$ cat src/rtl/led_pattern_pkg.sv
// Shared mode encoding and default sizing for the LED pattern counter.
package led_pattern_pkg;

  typedef enum logic [1:0] {
    BINARY = 2'd0,
    GRAY   = 2'd1,
    SCAN   = 2'd2,
    BLINK  = 2'd3
  } led_mode_e;

  localparam int unsigned DEF_NUM_LEDS        = 4;
  localparam int unsigned DEF_PRESCALE_MAX    = 12_000_000;
  localparam int unsigned DEF_DEBOUNCE_CYCLES = 240_000;

  // Cyclic mode advance: BINARY -> GRAY -> SCAN -> BLINK -> BINARY.
  function automatic led_mode_e next_mode(input led_mode_e m);
    return led_mode_e'(2'(m + 2'd1));
  endfunction

endpackage

$ cat src/rtl/led_pattern_counter_if.sv
// Control inputs and display outputs of the LED pattern counter.
interface led_pattern_counter_if
  import led_pattern_pkg::*;
#(
  parameter int unsigned NUM_LEDS = DEF_NUM_LEDS
);
  logic                enable;
  logic                dir;
  logic                mode_btn;
  logic [NUM_LEDS-1:0] gleds;
  logic                rled;
  logic                tick;

  modport master (output enable, dir, mode_btn, input gleds, rled, tick);
  modport slave  (input enable, dir, mode_btn, output gleds, rled, tick);
endinterface

$ cat src/rtl/button_debouncer.sv
// Two-flop synchroniser plus stable-level debounce; emits one press per debounced rising level.
module button_debouncer
  import led_pattern_pkg::*;
#(
  parameter int unsigned DEBOUNCE_CYCLES = DEF_DEBOUNCE_CYCLES
) (
  input  logic clk,
  input  logic reset_n,
  input  logic btn_raw,
  output logic btn_level,
  output logic btn_press
);
  localparam int unsigned CNT_W = $clog2(DEBOUNCE_CYCLES);
  localparam logic [CNT_W-1:0] CNT_LAST = CNT_W'(DEBOUNCE_CYCLES - 1);

  logic [1:0]       sync_q;
  logic [CNT_W-1:0] cnt_q, cnt_d;
  logic             level_q, level_d;
  logic             press_q, press_d;

  always_ff @(posedge clk or negedge reset_n) begin
    if (!reset_n) begin
      sync_q  <= 2'b00;
      cnt_q   <= '0;
      level_q <= 1'b0;
      press_q <= 1'b0;
    end else begin
      sync_q  <= {sync_q[0], btn_raw};
      cnt_q   <= cnt_d;
      level_q <= level_d;
      press_q <= press_d;
    end
  end

  // Count consecutive disagreeing cycles; any agreement restarts the run.
  always_comb begin
    cnt_d   = '0;
    level_d = level_q;
    press_d = 1'b0;
    if (sync_q[1] != level_q) begin
      if (cnt_q == CNT_LAST) begin
        level_d = ~level_q;
        press_d = ~level_q;
      end else begin
        cnt_d = CNT_W'(cnt_q + CNT_W'(1));
      end
    end
  end

  assign btn_level = level_q;
  assign btn_press = press_q;

endmodule

$ cat src/rtl/led_pattern_counter.sv
// Prescaled LED pattern generator with button-selected BINARY/GRAY/SCAN/BLINK modes.
module led_pattern_counter
  import led_pattern_pkg::*;
#(
  parameter int unsigned NUM_LEDS        = DEF_NUM_LEDS,
  parameter int unsigned PRESCALE_MAX    = DEF_PRESCALE_MAX,
  parameter int unsigned DEBOUNCE_CYCLES = DEF_DEBOUNCE_CYCLES
) (
  input logic                  clk,
  input logic                  reset_n,
  led_pattern_counter_if.slave bus
);
  localparam int unsigned PS_W  = $clog2(PRESCALE_MAX);
  localparam int unsigned POS_W = $clog2(NUM_LEDS);
  localparam logic [PS_W-1:0]  PS_LAST  = PS_W'(PRESCALE_MAX - 1);
  localparam logic [POS_W-1:0] POS_LAST = POS_W'(NUM_LEDS - 1);

  led_mode_e           mode_q, mode_d;
  logic [NUM_LEDS-1:0] val_q, val_d;
  logic [POS_W-1:0]    pos_q, pos_d;
  logic                scan_up_q, scan_up_d;
  logic                phase_q, phase_d;
  logic                wrap_q, wrap_d;
  logic [PS_W-1:0]     ps_q, ps_d;

  logic                btn_level, btn_press;
  logic                mode_step_c;
  logic                tick_c;
  logic [NUM_LEDS-1:0] gleds_c;

  button_debouncer #(
    .DEBOUNCE_CYCLES(DEBOUNCE_CYCLES)
  ) u_debouncer (
    .clk      (clk),
    .reset_n  (reset_n),
    .btn_raw  (bus.mode_btn),
    .btn_level(btn_level),
    .btn_press(btn_press)
  );

  // A press is only acted on while the debounced level is still asserted.
  assign mode_step_c = btn_press & btn_level;
  assign tick_c      = bus.enable && (ps_q == PS_LAST);

  always_ff @(posedge clk or negedge reset_n) begin
    if (!reset_n) begin
      mode_q    <= BINARY;
      val_q     <= '0;
      pos_q     <= '0;
      scan_up_q <= 1'b1;
      phase_q   <= 1'b0;
      wrap_q    <= 1'b0;
      ps_q      <= '0;
    end else begin
      mode_q    <= mode_d;
      val_q     <= val_d;
      pos_q     <= pos_d;
      scan_up_q <= scan_up_d;
      phase_q   <= phase_d;
      wrap_q    <= wrap_d;
      ps_q      <= ps_d;
    end
  end

  // Mode change wins over a coincident tick and restarts every pattern from its origin.
  always_comb begin
    mode_d    = mode_q;
    val_d     = val_q;
    pos_d     = pos_q;
    scan_up_d = scan_up_q;
    phase_d   = phase_q;
    wrap_d    = wrap_q;
    ps_d      = ps_q;
    if (mode_step_c) begin
      mode_d    = next_mode(mode_q);
      val_d     = '0;
      pos_d     = '0;
      scan_up_d = 1'b1;
      phase_d   = 1'b0;
      wrap_d    = 1'b0;
      ps_d      = '0;
    end else if (bus.enable) begin
      ps_d = tick_c ? '0 : PS_W'(ps_q + PS_W'(1));
      if (tick_c) begin
        val_d   = bus.dir ? NUM_LEDS'(val_q + NUM_LEDS'(1)) : NUM_LEDS'(val_q - NUM_LEDS'(1));
        wrap_d  = ((mode_q == BINARY) || (mode_q == GRAY)) && (bus.dir ? (&val_q) : ~(|val_q));
        phase_d = ~phase_q;
        // Bounce between the end LEDs without repeating them.
        if (scan_up_q) begin
          if (pos_q == POS_LAST) begin
            pos_d     = POS_W'(pos_q - POS_W'(1));
            scan_up_d = 1'b0;
          end else begin
            pos_d = POS_W'(pos_q + POS_W'(1));
          end
        end else begin
          if (pos_q == '0) begin
            pos_d     = POS_W'(1);
            scan_up_d = 1'b1;
          end else begin
            pos_d = POS_W'(pos_q - POS_W'(1));
          end
        end
      end
    end
  end

  // Display decode straight from registered state.
  always_comb begin
    gleds_c = '0;
    case (mode_q)
      BINARY:  gleds_c = val_q;
      GRAY:    gleds_c = val_q ^ (val_q >> 1);
      SCAN:    gleds_c = NUM_LEDS'(1) << pos_q;
      BLINK:   gleds_c = {NUM_LEDS{phase_q}};
      default: gleds_c = '0;
    endcase
  end

  assign bus.gleds = gleds_c;
  assign bus.rled  = wrap_q;
  assign bus.tick  = tick_c;

endmodule

$ cat src/flat_wrapper.sv
// flat-port wrapper written by rule: the top's interface ports become plain ports
module led_pattern_counter_flat import led_pattern_pkg::*;
#(
  parameter int unsigned NUM_LEDS        = DEF_NUM_LEDS,
  parameter int unsigned PRESCALE_MAX    = DEF_PRESCALE_MAX,
  parameter int unsigned DEBOUNCE_CYCLES = DEF_DEBOUNCE_CYCLES
)
  (clk, reset_n, bus_enable, bus_dir, bus_mode_btn, bus_gleds, bus_rled, bus_tick);
  led_pattern_counter_if #(.NUM_LEDS(NUM_LEDS)) bus_i ();
  input logic clk;
  input logic reset_n;
  input wire logic [$bits(bus_i.enable)-1:0] bus_enable;
  input wire logic [$bits(bus_i.dir)-1:0] bus_dir;
  input wire logic [$bits(bus_i.mode_btn)-1:0] bus_mode_btn;
  output wire logic [$bits(bus_i.gleds)-1:0] bus_gleds;
  output wire logic [$bits(bus_i.rled)-1:0] bus_rled;
  output wire logic [$bits(bus_i.tick)-1:0] bus_tick;
  assign bus_i.enable = bus_enable;
  assign bus_i.dir = bus_dir;
  assign bus_i.mode_btn = bus_mode_btn;
  assign bus_gleds = bus_i.gleds;
  assign bus_rled = bus_i.rled;
  assign bus_tick = bus_i.tick;
  led_pattern_counter #(.NUM_LEDS(NUM_LEDS), .PRESCALE_MAX(PRESCALE_MAX), .DEBOUNCE_CYCLES(DEBOUNCE_CYCLES)) u_core (.clk(clk), .reset_n(reset_n), .bus(bus_i));
endmodule
$ cat config.mk
export PLATFORM = sky130hd
export DESIGN_NAME = led_pattern_counter_flat
export DESIGN_NICKNAME = d
export VERILOG_FILES = /design/src/rtl/led_pattern_pkg.sv /design/src/rtl/led_pattern_counter_if.sv /design/src/rtl/button_debouncer.sv /design/src/rtl/led_pattern_counter.sv /design/src/flat_wrapper.sv
export SDC_FILE = /design/constraint.sdc
export NUM_CORES = 1
export LEC_CHECK = 0
export ABC_CLOCK_PERIOD_IN_PS = 1900
export CORE_MARGIN = 8
export CORE_UTILIZATION = 35
export CTS_CLUSTER_DIAMETER = 120
export DETAILED_ROUTE_END_ITERATION = 10
export PLACE_DENSITY = 0.6
export RECOVER_POWER = 25
export SYNTH_ARGS = -nofsm -noshare
export SYNTH_HDL_FRONTEND = slang
export SYNTH_HIERARCHICAL = 1
export SYNTH_SLANG_ARGS = --single-unit
export TNS_END_PERCENT = 5
$ cat constraint.sdc
create_clock -name clk -period 1.9 [get_ports clk]
set_input_delay 0.285 -clock clk [delete_from_list [all_inputs] [get_ports clk]]
set_output_delay 0.285 -clock clk [all_outputs]
set_load 0.1 [all_outputs]
==> results of run 1 <==
-- flip-flops by register name (all words and copies together) (netlist names) --
| register | count |
|---|---|
| u_core/u_debouncer/cnt_q | 18 |
| u_core/bus.rled | 1 |
| u_core/u_debouncer/btn_level | 1 |
| u_core/scan_up_q | 1 |
| u_core/u_debouncer/btn_press | 1 |
| u_core/phase_q | 1 |
| u_core/ps_q | 24 |
| u_core/val_q | 4 |
| u_core/pos_q | 2 |
| u_core/u_debouncer/sync_q | 2 |
| u_core/mode_q | 2 |
-- cell usage in the layout (no fill, tap or decap), types with 3 or more instances in the layout --
master,count
a21oi_1,19
a21oi_2,8
and3_1,3
and4_1,4
buf_12,6
buf_4,66
buf_6,3
clkbuf_8,9
clkinv_2,6
dfrtp_1,55
ha_1,8
ha_4,4
inv_1,8
nand2_1,23
nand3_1,18
nand4_1,11
nor2_1,32
nor3_1,4
nor3b_1,3
nor4_1,8
o211ai_1,3
o21ai_0,16
o31ai_1,8
or3_1,5
or3_4,3
or4_1,7
or4_4,7
xnor2_1,18
xor2_1,7
-- report_power, final --
group	switching, uW	leakage [uW]	total (uW)	internal, uW
sequential	63.5	0.000769	1340	1270
clock	484	0.0000883	941	457
combinational	183	0.000956	387	204
-- metal layers --
metal	global-route usage, %	vias up	share of wire, %
li1	-	1418	-
met1	17.00	1365	47
met2	20.39	41	48
met3	2.738	11	2.6
met4	5.935	0	1.8
met5	0	-	0
-- stage by stage --
step                      setup TNS, ps  instance area, sq um  power, uW
after floorplan                  -524.4                  3312       1482
after global placement            -1466                  3969       1671
after detailed placement          -2164                  3969       1681
after CTS                         -1735                  4255       2696
after global routing              -3791                  4436       2799
final                             -1516                  4436       2665
-- kinds of logic after synthesis --
| family | Yosys count |
|---|---|
| compound gates | 72 |
| simple gates | 150 |
| buf+inv | 25 |
| mux | 2 |
| xor+xnor | 25 |
| flops | 57 |
| fa+ha+maj | 14 |
-- layout make-up --
class,instances,area [sq um]
timing repair buffer,80,693.2
fill,816,4717
sequential,57,1429
clock buffer,9,123.9
multi-input combinational,263,1976
tap,111,138.9
inverter,10,37.54
clock inverter,7,37.54
-- repair_timing --
action / 4_1_cts / 5_1_grt
setup endpoints to repair: 13 / 44
endpoints found under the hold margin: 20 / 0
pin swaps: 8 / 13
gates resized for setup: 16 / 32
hold buffers: 1 / 0
setup buffers: 6 / 7
-- final timing paths --
check,from,end
max,u_core/ps_q[3],bus_tick
min,u_core/u_debouncer/sync_q[0],u_core/u_debouncer/sync_q[1]
max reg2reg,u_core/ps_q[3],u_core/ps_q[21]
min reg2reg,u_core/u_debouncer/sync_q[0],u_core/u_debouncer/sync_q[1]
max in group asynchronous,reset_n,u_core/scan_up_q
min in group asynchronous,reset_n,u_core/u_debouncer/cnt_q[8]
==> results.toml, run 1 <==
[run_status]
status = "complete, but fails checks"
violations = "setup timing"

[global_routing]
grt_overflow_total = 0
grt_usage_pct = 13.08
grt_pass1_vias = 2887
antenna_found_initial = 0
grt_pass1_wl_um = 13610
grt_max_degree = 26

[logic_synthesis]
synth_fa_ha_area_share_pct = 5.596
yosys-top-cells-count = "dfrtp_1 (56), nor2_1 (33), a21oi_1 (28), nand2_1 (24), nand3_1 (19)"
synthSimpleGateAreaFrac_pct = 26.45
ys_seq_elements = 57
synth_top_cell_by_area = "dfrtp_1"
seq_area_frac_synth_pct = 43.73
synth_xor_area_share_pct = 6.708
yosysMostFrequentCell = "dfrtp_1"
synth_ff_type = "dfrtp_1"
synthDominantCellAreaShare_pct = 42.93
ys_warn_count = 6
syn-num-nets = 364
synth_cell_types = 55
synth_area_sq_mm = 0.003264
synthTopCellsByArea = "dfrtp_1 (43%), ha_1 (5.0%), xnor2_1 (4.8%)"
avgSynthCellArea_sq_um = 9.462
synth_compound_area_share_pct = 13.57
synthMuxAreaShare_pct = 0.6516
async_reset_ff_share_pct = 100.0
synth_edf_count = 0
synth_cells = 345
synth_top_family_by_area = "simple AND/OR/NAND/NOR gates"

[power]
peakVddDrop_uv = 510.6
powerDensity_mw_per_mm2 = 600.8
p_leak_uw = 0.001814

[timing]
setup_viol = 14
drv_slew = 0
fin_skew_ps = 8.894
fin_crit_sh_pct = 115.3
fmax_mhz = 456.4
fin_crit_ps = 2191
hold_viol_final = 0
worst_hold_slack_ps = 348.3
fin_ws_ps = -291.1
worstMarginPinSlew_ps = 1152
max-slew-margin-rel_pct = 23.23
rsz0062_at_grt = "yes"

[clock_tree]
htreeDepth = 3
cts_tree = "done"
root_buffer = "clkbuf_8"
cts_sinks = 57
cts_buffers = 9
clockBufferDepth = 2
cts.clk_slew.worst_paths_ps = 60
insertion_delay_ps = 330

[final_layout]
final_cell_count_no_fill = 537
drive_gt1_share_pct = 33.80
antennaDiodeCount = 0
fin_util_pct = 48.46
layout.nets = 440
areaGrowthSynthToFinish_pct = 35.88

[place]
dp_slack_ps = -274.9
portBuffers = 10
dp_hpwl_um = 5469
gp_congestion = 0.8134
place_inst = 507

[routing]
via_per_inst = 5.279
vias = 2835
totalWireLength_um = 7889
wl_per_cell_um = 14.69
drt_iter0_markers = 121
antenna_left = 0
drc = 0
first_pass_iters = 4

[worst_setup_path]
path_buf_inv = 2
cp_num_cells = 5
r2r_slack_ps = -130
cp_top_family = "simple AND/OR/NAND/NOR gates"
max_stage_delay_ps = 570
worstPathRequired_ps = 1620
worstRegToRegCells = 6
crit_path_end_kind = "primary output"
worstPathArrival_ps = 1910
worstSetupPathType = "register to primary output"
cp_max_fo = 3
critPathSlowestCell = "or4_4"
worstSetupStartpointType = "register"
cp_cell_sequence = "nand4_4 > or4_4 > buf_6 > nor2_4 > buf_12"

[floorplan]
start_util_pct = 35.67
placement_rows = 35
die_area_sq_mm = 0.01267
dieHeight_um = 112.6
die_w_um = 112.6
core_sq_mm = 0.009153
io_pins = 11

[flow_run]
drv_cap = 0

[min_path]
hold_path_depth = 0
hold_path_class = "register to register"
Power figures use the tool's default switching activity.
==> run 2, diff against run 1 <==
CORE_MARGIN = not set   (was 8)
==> run 2 against run 1 <==
  * The flow still finishes with violations (setup timing)
  * Count of clock-buffer cells in the layout unchanged
  * Combinational power down 9.6%
  * Register-to-register slack better by 120 ps
  * Critical path depth unchanged
  * First-iteration DRC count down 19%
  * Critical endpoint unchanged
  * Highest routed layer unchanged
==> results.toml, run 2 (synthesized netlist as in run 1, its figures left out) <==
[final_layout]
reg.largest.list = "u_core/ps_q (24), u_core/u_debouncer/cnt_q (18), u_core/val_q (4)"
areaGrowthSynthToFinish_pct = 30.82
drive_gt1_share_pct = 28.02
top_register = "u_core/ps_q"
fin_util_pct = 48.03
final_cell_count_no_fill = 522
final_cell_mix = "dfrtp_1 (56), buf_4 (55), nor2_1 (32), a21oi_1 (26), nand2_1 (23)"
layout.nets = 428
largest_register_ffs = 24
antennaDiodeCount = 0
final_common_cell = "dfrtp_1"

[floorplan]
dieHeight_um = 98.58
die_area_sq_mm = 0.009717
die_w_um = 98.58
start_util_pct = 36.72
placement_rows = 34
core_sq_mm = 0.008891
io_pins = 11

[clock_tree]
cts_tree = "done"
htreeDepth = 3
cts.clk_slew.worst_paths_ps = 60
cts_sinks = 57
cts_buffers = 9
insertion_delay_ps = 330
root_buffer = "clkbuf_8"
clockBufferDepth = 2
postCtsSetupRepairBufs = 0

[worst_setup_path]
cp_max_fo = 12
worstSetupPathType = "register to primary output"
cp_top_family = "simple AND/OR/NAND/NOR gates"
worstSetupStartpointType = "register"
worstPathRequired_ps = 1620
cp_cell_sequence = "nand4_4 > or4_4 > buf_6 > nor2_4 > buf_12"
critPathSlowestCell = "or4_4"
crit_path_end_kind = "primary output"
max_stage_delay_ps = 570
path_buf_inv = 2
worstPathArrival_ps = 1910

[timing]
hold_viol_final = 0
setup_viol = 6
fin_crit_ps = 2197
rsz0062_at_grt = "yes"
fin_ws_ps = -297.1
max-slew-margin-rel_pct = 15.92
drv_slew = 0
timing.setup.tns_ps = -831.8
fin_crit_sh_pct = 115.6
fmax_mhz = 455.1
fin_skew_ps = 11.36
worstMarginPinSlew_ps = 1261

[flow_run]
drv_cap = 0

[power]
total_power_uw = 2786
p_leak_uw = 0.001749
p_sw_share_pct = 26.37
combinationalPowerShare_pct = 12.5
powerDensity_mw_per_mm2 = 652.3
clockPowerShare_pct = 39.9
switching_power_uw = 734.5
p_int_uw = 2051
peakVddDrop_uv = 421.4
seqPwrFrac_pct = 47.6

[routing]
antenna_left = 0
drt_iter0_markers = 98
drc = 0
wl_per_cell_um = 14.22
totalWireLength_um = 7422
first_pass_iters = 4
via_per_inst = 5.387
vias = 2812

[global_routing]
grt_pass1_wl_um = 13120
antenna_found_initial = 0
grt_max_degree = 24
grt_overflow_total = 0
grt_usage_pct = 16.90
grt_pass1_vias = 2823

[min_path]
hold_path_class = "register to register"

[place]
portBuffers = 10
gp_congestion = 0.8155
place_inst = 505
dp_hpwl_um = 5382
dp_slack_ps = -252.5

[run_status]
status = "complete, but fails checks"
violations = "setup timing"
==> run 2: layer usage <==
metal	vias to the layer above	routed length [um]	global-route usage [%]
met1	1356	3610	21.72
li1	1402	-	-
met5	-	0	0
met4	0	92	7.807
met2	46	3504	27.52
met3	8	215	3.404
==> run 2: worst reg2reg max path, stage by stage (launching register included) <==
cell and delay (ps):
dfrtp_1 390, nand4_4 130, or4_1 580, buf_4 180, or4_1 410, a21oi_1 160
==> run 2: path summary, 6_finish.rpt <==
path	start	slack, ps	to	cells after the start
min in group asynchronous	reset_n	740	u_core/u_debouncer/cnt_q[17]	2
min reg2reg	u_core/u_debouncer/sync_q[0]	350	u_core/u_debouncer/sync_q[1]	0
max reg2reg	u_core/ps_q[5]	-10	u_core/ps_q[17]	5
max	u_core/ps_q[5]	-300	bus_tick	5
min	u_core/u_debouncer/sync_q[0]	350	u_core/u_debouncer/sync_q[1]	0
max in group asynchronous	reset_n	300	u_core/ps_q[12]	3
==> run 2: power groups by stage <==
stage | Combinational [uW] | Clock [uW] | Sequential (uW)
2_1_floorplan | 124 | 0 | 1360
3_3_place_gp | 336 | 0 | 1330
3_5_place_dp | 342 | 0 | 1330
4_1_cts | 349 | 1160 | 1310
5_1_grt | 387 | 1200 | 1330
6_report | 350 | 1110 | 1330
==> run 2: timing repair <==
action                                  4_1_cts  5_1_grt
gates resized for setup                      15       12
endpoints found under the hold margin        20        0
hold buffers                                  1        0
pin swaps                                     1        2
endpoints found under the setup margin       13       23
==> run 2: final cells by class <==
cell class              count  area, sq um
multi-input cells         263         1876
flip-flops and latches     57         1428
well taps                 108        135.1
clock inverters             7        71.32
clock buffers               9        123.9
inverters                  10        37.54
fillers                   849         4621
repair buffers             68        599.3
==> run 2: stage by stage <==
| stage | hold WS (ps) | area [sq um] |
|---|---|---|
| after floorplan | -10.59 | 3312 |
| after global placement | 294.4 | 3960 |
| after detailed placement | 301.9 | 3960 |
| after CTS | 351.6 | 4225 |
| after global routing | 370.1 | 4270 |
| final | 348.8 | 4270 |
